<file path="config.mk">
export PLATFORM = sky130hd
export DESIGN_NAME = rst_sequencer
export DESIGN_NICKNAME = d
export VERILOG_FILES = /design/src/rtl/rst_sequencer.sv
export SDC_FILE = /design/constraint.sdc
export NUM_CORES = 1
export LEC_CHECK = 0
export ABC_AREA = 1
export ABC_CLOCK_PERIOD_IN_PS = 1740
export BUFFER_PORTS_ARGS = -buffer_cell sky130_fd_sc_hd__buf_2
export CAP_MARGIN = 20
export CORE_UTILIZATION = 45
export CTS_BUF_LIST = sky130_fd_sc_hd__clkbuf_4
export CTS_CLUSTER_SIZE = 16
export DETAILED_ROUTE_END_ITERATION = 12
export GPL_TIMING_DRIVEN = 0
export SLEW_MARGIN = 20
export SYNTH_ARGS = -nofsm -noshare
export SYNTH_HDL_FRONTEND = slang
export SYNTH_SLANG_ARGS = --single-unit
export TNS_END_PERCENT = 1
</file>
<file path="constraint.sdc">
create_clock -name clk -period 1.74 [get_ports clk]
set_clock_uncertainty 0.05 [all_clocks]
set_input_delay 0.435 -clock clk [delete_from_list [all_inputs] [get_ports clk]]
set_output_delay 0.435 -clock clk [all_outputs]
set_load 0.01 [all_outputs]
</file>
<file path="src/rtl/rst_sequencer.sv">
// rst_sequencer: ordered reset release for the image pipe.
// Synchronizes the board reset and the register-CPU soft reset request,
// then releases the register block first and the pixel pipeline second.
// Optional build macro RST_SEQ_CAUSE_EN adds the soft_rst_cnt and
// last_cause outputs, which are cleared only by s_rst_n.
`timescale 1ns/1ps

module rst_sequencer #(
  parameter int SYNC_STAGES      = 2,
  parameter int REG_RELEASE_DLY  = 4,
  parameter int PIPE_RELEASE_DLY = 16,
  parameter int SOFT_MIN_PULSE   = 8,
  parameter int CNT_W            = 8
) (
  input  logic clk,
  input  logic s_rst_n,
  input  logic reg_cpu_rst_n,
  output logic rst_sync_n,
  output logic reg_rst_n,
  output logic pipe_rst_n,
  output logic rst_done,
  output logic soft_rst_active
`ifdef RST_SEQ_CAUSE_EN
  ,
  output logic [CNT_W-1:0] soft_rst_cnt,
  output logic [0:0]       last_cause
`endif
);

  // Out-of-range parameters are rejected while elaborating.
  if (SYNC_STAGES < 2 || REG_RELEASE_DLY < 1 || PIPE_RELEASE_DLY < 1 ||
      SOFT_MIN_PULSE < 1) begin : g_range_err
    $error("rst_sequencer: parameter below its legal minimum");
  end
  if (REG_RELEASE_DLY >= (1 << CNT_W) || PIPE_RELEASE_DLY >= (1 << CNT_W) ||
      SOFT_MIN_PULSE >= (1 << CNT_W)) begin : g_width_err
    $error("rst_sequencer: a delay does not fit in CNT_W bits");
  end

  // Counter values on which the matching edge fires: the counter is cleared
  // on the edge that starts a phase, so the phase ends at count DLY-1.
  localparam logic [CNT_W-1:0] C_REG_LAST  = CNT_W'(REG_RELEASE_DLY - 1);
  localparam logic [CNT_W-1:0] C_PIPE_LAST = CNT_W'(PIPE_RELEASE_DLY - 1);
  localparam logic [CNT_W-1:0] C_SOFT_LAST = CNT_W'(SOFT_MIN_PULSE - 1);
  localparam logic [CNT_W-1:0] C_SOFT_MAX  = CNT_W'(SOFT_MIN_PULSE);

  typedef enum logic [2:0] {
    ST_HARD_RST  = 3'd0,
    ST_REG_WAIT  = 3'd1,
    ST_PIPE_WAIT = 3'd2,
    ST_RUN       = 3'd3,
    ST_SOFT_RST  = 3'd4
  } state_t;

  logic [SYNC_STAGES-1:0] r_rst_chain;
  logic [SYNC_STAGES-1:0] r_soft_chain;
  state_t                 r_state;
  state_t                 w_state_nxt;
  logic [CNT_W-1:0]       r_cnt;
  logic [CNT_W-1:0]       w_cnt_nxt;
  logic                   r_reg_rst_n, w_reg_rst_n_nxt;
  logic                   r_pipe_rst_n, w_pipe_rst_n_nxt;
  logic                   r_rst_done, w_rst_done_nxt;
  logic                   r_soft_active, w_soft_active_nxt;
  logic                   w_sync_next;
  logic                   w_soft_req_n;

  // Hard reset synchronizer: asynchronous assert, deassert after SYNC_STAGES edges.
  always_ff @(posedge clk or negedge s_rst_n) begin
    if (!s_rst_n) r_rst_chain <= '0;
    else          r_rst_chain <= {r_rst_chain[SYNC_STAGES-2:0], 1'b1};
  end

  // Soft request synchronizer; idles at 1 (no request).
  always_ff @(posedge clk or negedge s_rst_n) begin
    if (!s_rst_n) r_soft_chain <= '1;
    else          r_soft_chain <= {r_soft_chain[SYNC_STAGES-2:0], reg_cpu_rst_n};
  end

  // rst_sync_n will be 1 after this edge, so the FSM leaves HARD_RST on
  // the same edge (T0).
  assign w_sync_next  = r_rst_chain[SYNC_STAGES-2];
  assign w_soft_req_n = r_soft_chain[SYNC_STAGES-1];

  // FSM, delay counter and output flops.
  always_ff @(posedge clk or negedge s_rst_n) begin
    if (!s_rst_n) begin
      r_state       <= ST_HARD_RST;
      r_cnt         <= '0;
      r_reg_rst_n   <= 1'b0;
      r_pipe_rst_n  <= 1'b0;
      r_rst_done    <= 1'b0;
      r_soft_active <= 1'b0;
    end else begin
      r_state       <= w_state_nxt;
      r_cnt         <= w_cnt_nxt;
      r_reg_rst_n   <= w_reg_rst_n_nxt;
      r_pipe_rst_n  <= w_pipe_rst_n_nxt;
      r_rst_done    <= w_rst_done_nxt;
      r_soft_active <= w_soft_active_nxt;
    end
  end

  // Next state and next output values; a soft request outranks any release.
  always_comb begin
    w_state_nxt       = r_state;
    w_cnt_nxt         = r_cnt;
    w_reg_rst_n_nxt   = r_reg_rst_n;
    w_pipe_rst_n_nxt  = r_pipe_rst_n;
    w_rst_done_nxt    = r_rst_done;
    w_soft_active_nxt = r_soft_active;
    case (r_state)
      ST_HARD_RST: begin
        if (w_sync_next) begin
          w_state_nxt = ST_REG_WAIT;
          w_cnt_nxt   = '0;
        end
      end
      ST_REG_WAIT, ST_PIPE_WAIT, ST_RUN: begin
        if (!w_soft_req_n) begin
          w_state_nxt       = ST_SOFT_RST;
          w_cnt_nxt         = '0;
          w_reg_rst_n_nxt   = 1'b0;
          w_pipe_rst_n_nxt  = 1'b0;
          w_rst_done_nxt    = 1'b0;
          w_soft_active_nxt = 1'b1;
        end else if (r_state == ST_REG_WAIT) begin
          if (r_cnt == C_REG_LAST) begin
            w_state_nxt     = ST_PIPE_WAIT;
            w_cnt_nxt       = '0;
            w_reg_rst_n_nxt = 1'b1;
          end else begin
            w_cnt_nxt = r_cnt + 1'b1;
          end
        end else if (r_state == ST_PIPE_WAIT) begin
          if (r_cnt == C_PIPE_LAST) begin
            w_state_nxt      = ST_RUN;
            w_cnt_nxt        = '0;
            w_pipe_rst_n_nxt = 1'b1;
            w_rst_done_nxt   = 1'b1;
          end else begin
            w_cnt_nxt = r_cnt + 1'b1;
          end
        end
      end
      ST_SOFT_RST: begin
        // Leave on the edge where the pulse reaches its minimum length,
        // provided the request has been withdrawn.
        if (r_cnt >= C_SOFT_LAST && w_soft_req_n) begin
          w_state_nxt       = ST_REG_WAIT;
          w_cnt_nxt         = '0;
          w_soft_active_nxt = 1'b0;
        end else if (r_cnt < C_SOFT_MAX) begin
          w_cnt_nxt = r_cnt + 1'b1;
        end
      end
      default: begin
        w_state_nxt = ST_HARD_RST;
        w_cnt_nxt   = '0;
      end
    endcase
  end

  assign rst_sync_n      = r_rst_chain[SYNC_STAGES-1];
  assign reg_rst_n       = r_reg_rst_n;
  assign pipe_rst_n      = r_pipe_rst_n;
  assign rst_done        = r_rst_done;
  assign soft_rst_active = r_soft_active;

`ifdef RST_SEQ_CAUSE_EN
  logic             w_soft_entry;
  logic [CNT_W-1:0] r_soft_rst_cnt;
  logic             r_last_cause;

  assign w_soft_entry = (r_state != ST_SOFT_RST) && (w_state_nxt == ST_SOFT_RST);

  // Soft-reset history, survives soft resets and clears only on s_rst_n.
  always_ff @(posedge clk or negedge s_rst_n) begin
    if (!s_rst_n) begin
      r_soft_rst_cnt <= '0;
      r_last_cause   <= 1'b0;
    end else if (w_soft_entry) begin
      if (r_soft_rst_cnt != '1) r_soft_rst_cnt <= r_soft_rst_cnt + 1'b1;
      r_last_cause <= 1'b1;
    end
  end

  assign soft_rst_cnt = r_soft_rst_cnt;
  assign last_cause   = r_last_cause;
`endif

endmodule

</file>
==> results.yml <==
outcome:
  run_status: "finished, violations left"
  failed_checks: "negative hold slack"
global_routing:
  globalRoute.totalOverflow: 0
  grtUsageMet1_pct: 25.6
  grt_most_used_layer: "met2"
  grt_pass1_vias: 817
  grt_first_pass_wirelength_mm: 3.56
  pin_count_of_the_biggest_net_entering_global_routing: 19
  grt_antenna_before_repair: 0
  gr-usage-met3_pct: 3.57
  groute.layer.met2.usage_pct: 26.8
  grtUsageTotal_pct: 18.6
clock_tree:
  insertion_delay_ns: 0.30
  cts_num_sinks: 18
  cts_max_level: 1
  worst_setup_hold_path_clk_slew_ns: 0.11
  postCtsResizedCells: 0
  post-cts-setup-buffers: 0
  tritoncts.num_buffers: 3
  hold_fix_buffers_at_cts: 0
  clock_path_buffers: 2
  cts_root_buf: "clkbuf_4"
  tritoncts_clock_tree: "done"
layout:
  layout.cells.most_common: "nand2_1"
  final_net_count: 164
  post_route_cells_drive_above_1_share_pct: 25.2
  layout_common_cells: "46 x nand2_1, 16 x nor2_1, 16 x dfrtp_1"
  diodes: 0
  area_delta_synth_final_pct: 9.10
synth:
  synth_nets: 152
  netlist_instances: 148
  synth-seq-area-share_pct: 41.2
  synth_seq_cells: 18
  syn-mean-instance-area_um2: 7.43
  yosys_warning_count: 0
  synthesis.area_um2: 1100
  yosysUniqueCellTypes: 25
detailed_routing:
  routed_wire_length_per_instance_um: 11.0
  drt_drc_violations_left: 0
  wirelength_mm: 2.06
  first_pass_iters: 4
  drtAntennaViolNets: 0
  via_count: 908
  vias_per_cell: 4.86
  drt_iter0_drc: 24
timing:
  final.hold.worst_slack_ns: -0.00741
  summed_negative_setup_slack_over_all_endpoints_ns: 0
  setup_repair_after_global_routing_missed_its_margin: "no"
  slew_viol_final: 0
  timing.final.crit_share_pct: 89.8
  report.final.hold_viol_count: 9
  finalCriticalPeriod_ns: 1.56
  max_freq_mhz: 640
  report.final.setup_viol: 0
worst_setup_path:
  critPathCaptureType: "register"
  setup.worst_path.start_class: "register"
  worstSetupPathType: "register to register"
  timing.critical_path.required_ns: 1.90
  arrival_time_at_the_worst_endpoint_ns: 1.72
  worstSetupStartpoint: "r_cnt[0]$_DFFE_PN0P_"
  r2r_start: "r_cnt[0]$_DFFE_PN0P_"
  timing.critical_path.fanout_max: 7
floorplan:
  die_area_um2: 2650
  dieWidth_um: 51.4
  row_count: 17
  floorplan.initialDensity_pct: 48.8
  dieHeight_um: 51.4
  num_io_pins: 8
  core_region_area_um2: 2250
flow_run:
  max_cap_check_violation_count: 0
place:
  place.gp.congestion: 0.802
  detailed_place_hpwl_mm: 1.53
  io_buffer_count: 7
pwr:
  sequentialPowerShare_pct: 40.0
  power_report.internal_total_mw: 0.766
  clockPowerShare_pct: 17.4
  p_per_area_nw_per_um2: 1140
  power.ir.vdd_worst_v: 0.000644
  switching_power_mw: 0.605
  total_power_mw: 1.37
  power_frac_comb_pct: 42.5
  power.static_leakage_nw: 0.632
  switching_share_pct: 44.1
min_path:
  hold_path.class: "primary input to async pin"
[power groups by stage]
stage	sequential (mW)	combinational [mW]	clock, mW
finish	0.549	0.583	0.239
CTS	0.547	0.584	0.249
floorplan	0.542	0.461	0
global placement	0.552	0.571	0
global route	0.558	0.657	0.264
detailed placement	0.555	0.582	0
[Yosys cell counts (all sizes together)]
cell type	count	share of area [%]
clkinv	1	0.34
nor2	24	12
dfstp	2	4.8
nand2	54	21
xor2	2	1.6
o21ai	2	0.91
nand3	15	8.9
a21oi	2	0.91
buf	2	1.7
conb	1	0.34
nand3b	1	0.68
inv	19	6.7
dfrtp	16	36
nor3	3	1.4
ha	1	1.1
nand4	3	1.7
[cell type report]
cell class / instances / area (µm²)
plain buffers: 2 / 18.8
flip-flops and latches: 18 / 453
inverters: 20 / 77.6
clock buffers: 4 / 30.0
fillers: 238 / 1050
well taps: 28 / 35.0
multi-input cells: 108 / 551
repair buffers: 7 / 35.0
[final timing paths]
path	end	slack, ns	cells after the start
min	r_cnt[6]$_DFFE_PN0P_	-0.007	1
max	r_cnt[0]$_DFFE_PN0P_	0.18	10
min in group clk	r_soft_chain[0]$_DFF_PN1_	0.18	1
min reg2reg	r_soft_chain[1]$_DFF_PN1_	0.31	0
max in group asynchronous	r_soft_chain[1]$_DFF_PN1_	1.32	1
max reg2reg	r_cnt[0]$_DFFE_PN0P_	0.18	10
[sequential cells by signal (all words and copies together), names as in the netlist]
| register | cells |
|---|---|
| r_cnt | 8 |
| r_rst_chain | 2 |
| r_soft_chain | 2 |
| r_state | 3 |
| reg_rst_n | 1 |
| rst_done | 1 |
| soft_rst_active | 1 |
[critical path, stage by stage (launching register included)]
cell	delay, ns
dfrtp_1	0.41
ha_1	0.22
nand2_1	0.07
clkinv_1	0.08
nand2_2	0.08
nor2_4	0.12
inv_1	0.06
nand2_1	0.09
nand3_4	0.13
nand3_1	0.10
nand2_1	0.05
[stage by stage]
step                cell area, µm²  utilization, %  instances  setup slack, ns  hold WS, ns
floorplan                     1100               -        148            0.362       0.0894
global placement              1170            51.9        183            0.221        0.297
detailed placement            1170            51.9        183            0.195        0.300
CTS                           1200            53.2        187            0.175      0.00464
global route                  1200            53.2        187           0.0444       0.0136
finish                        1200            53.2        187            0.178     -0.00741
[cells by family (layout without fill, tap and decap cells)]
group / after synthesis / after routing / synth area share [%]
flops: 18 / 18 / 41.2
xor+xnor: 2 / 2 / 1.59
fa+ha+maj: 1 / 1 / 1.14
other cells: 1 / 1 / 0.341
compound gates: 4 / 4 / 1.82
buf+inv: 22 / 33 / 8.76
simple gates: 100 / 100 / 45.2
[routing by layer]
| metal | wire (µm) | share of wire, % |
|---|---|---|
| met1 | 1090 | 53 |
| met3 | 40 | 1.9 |
| met4 | 46 | 2.2 |
| met2 | 880 | 43 |
| met5 | 0 | 0 |
(Power assumes the default switching activity.)
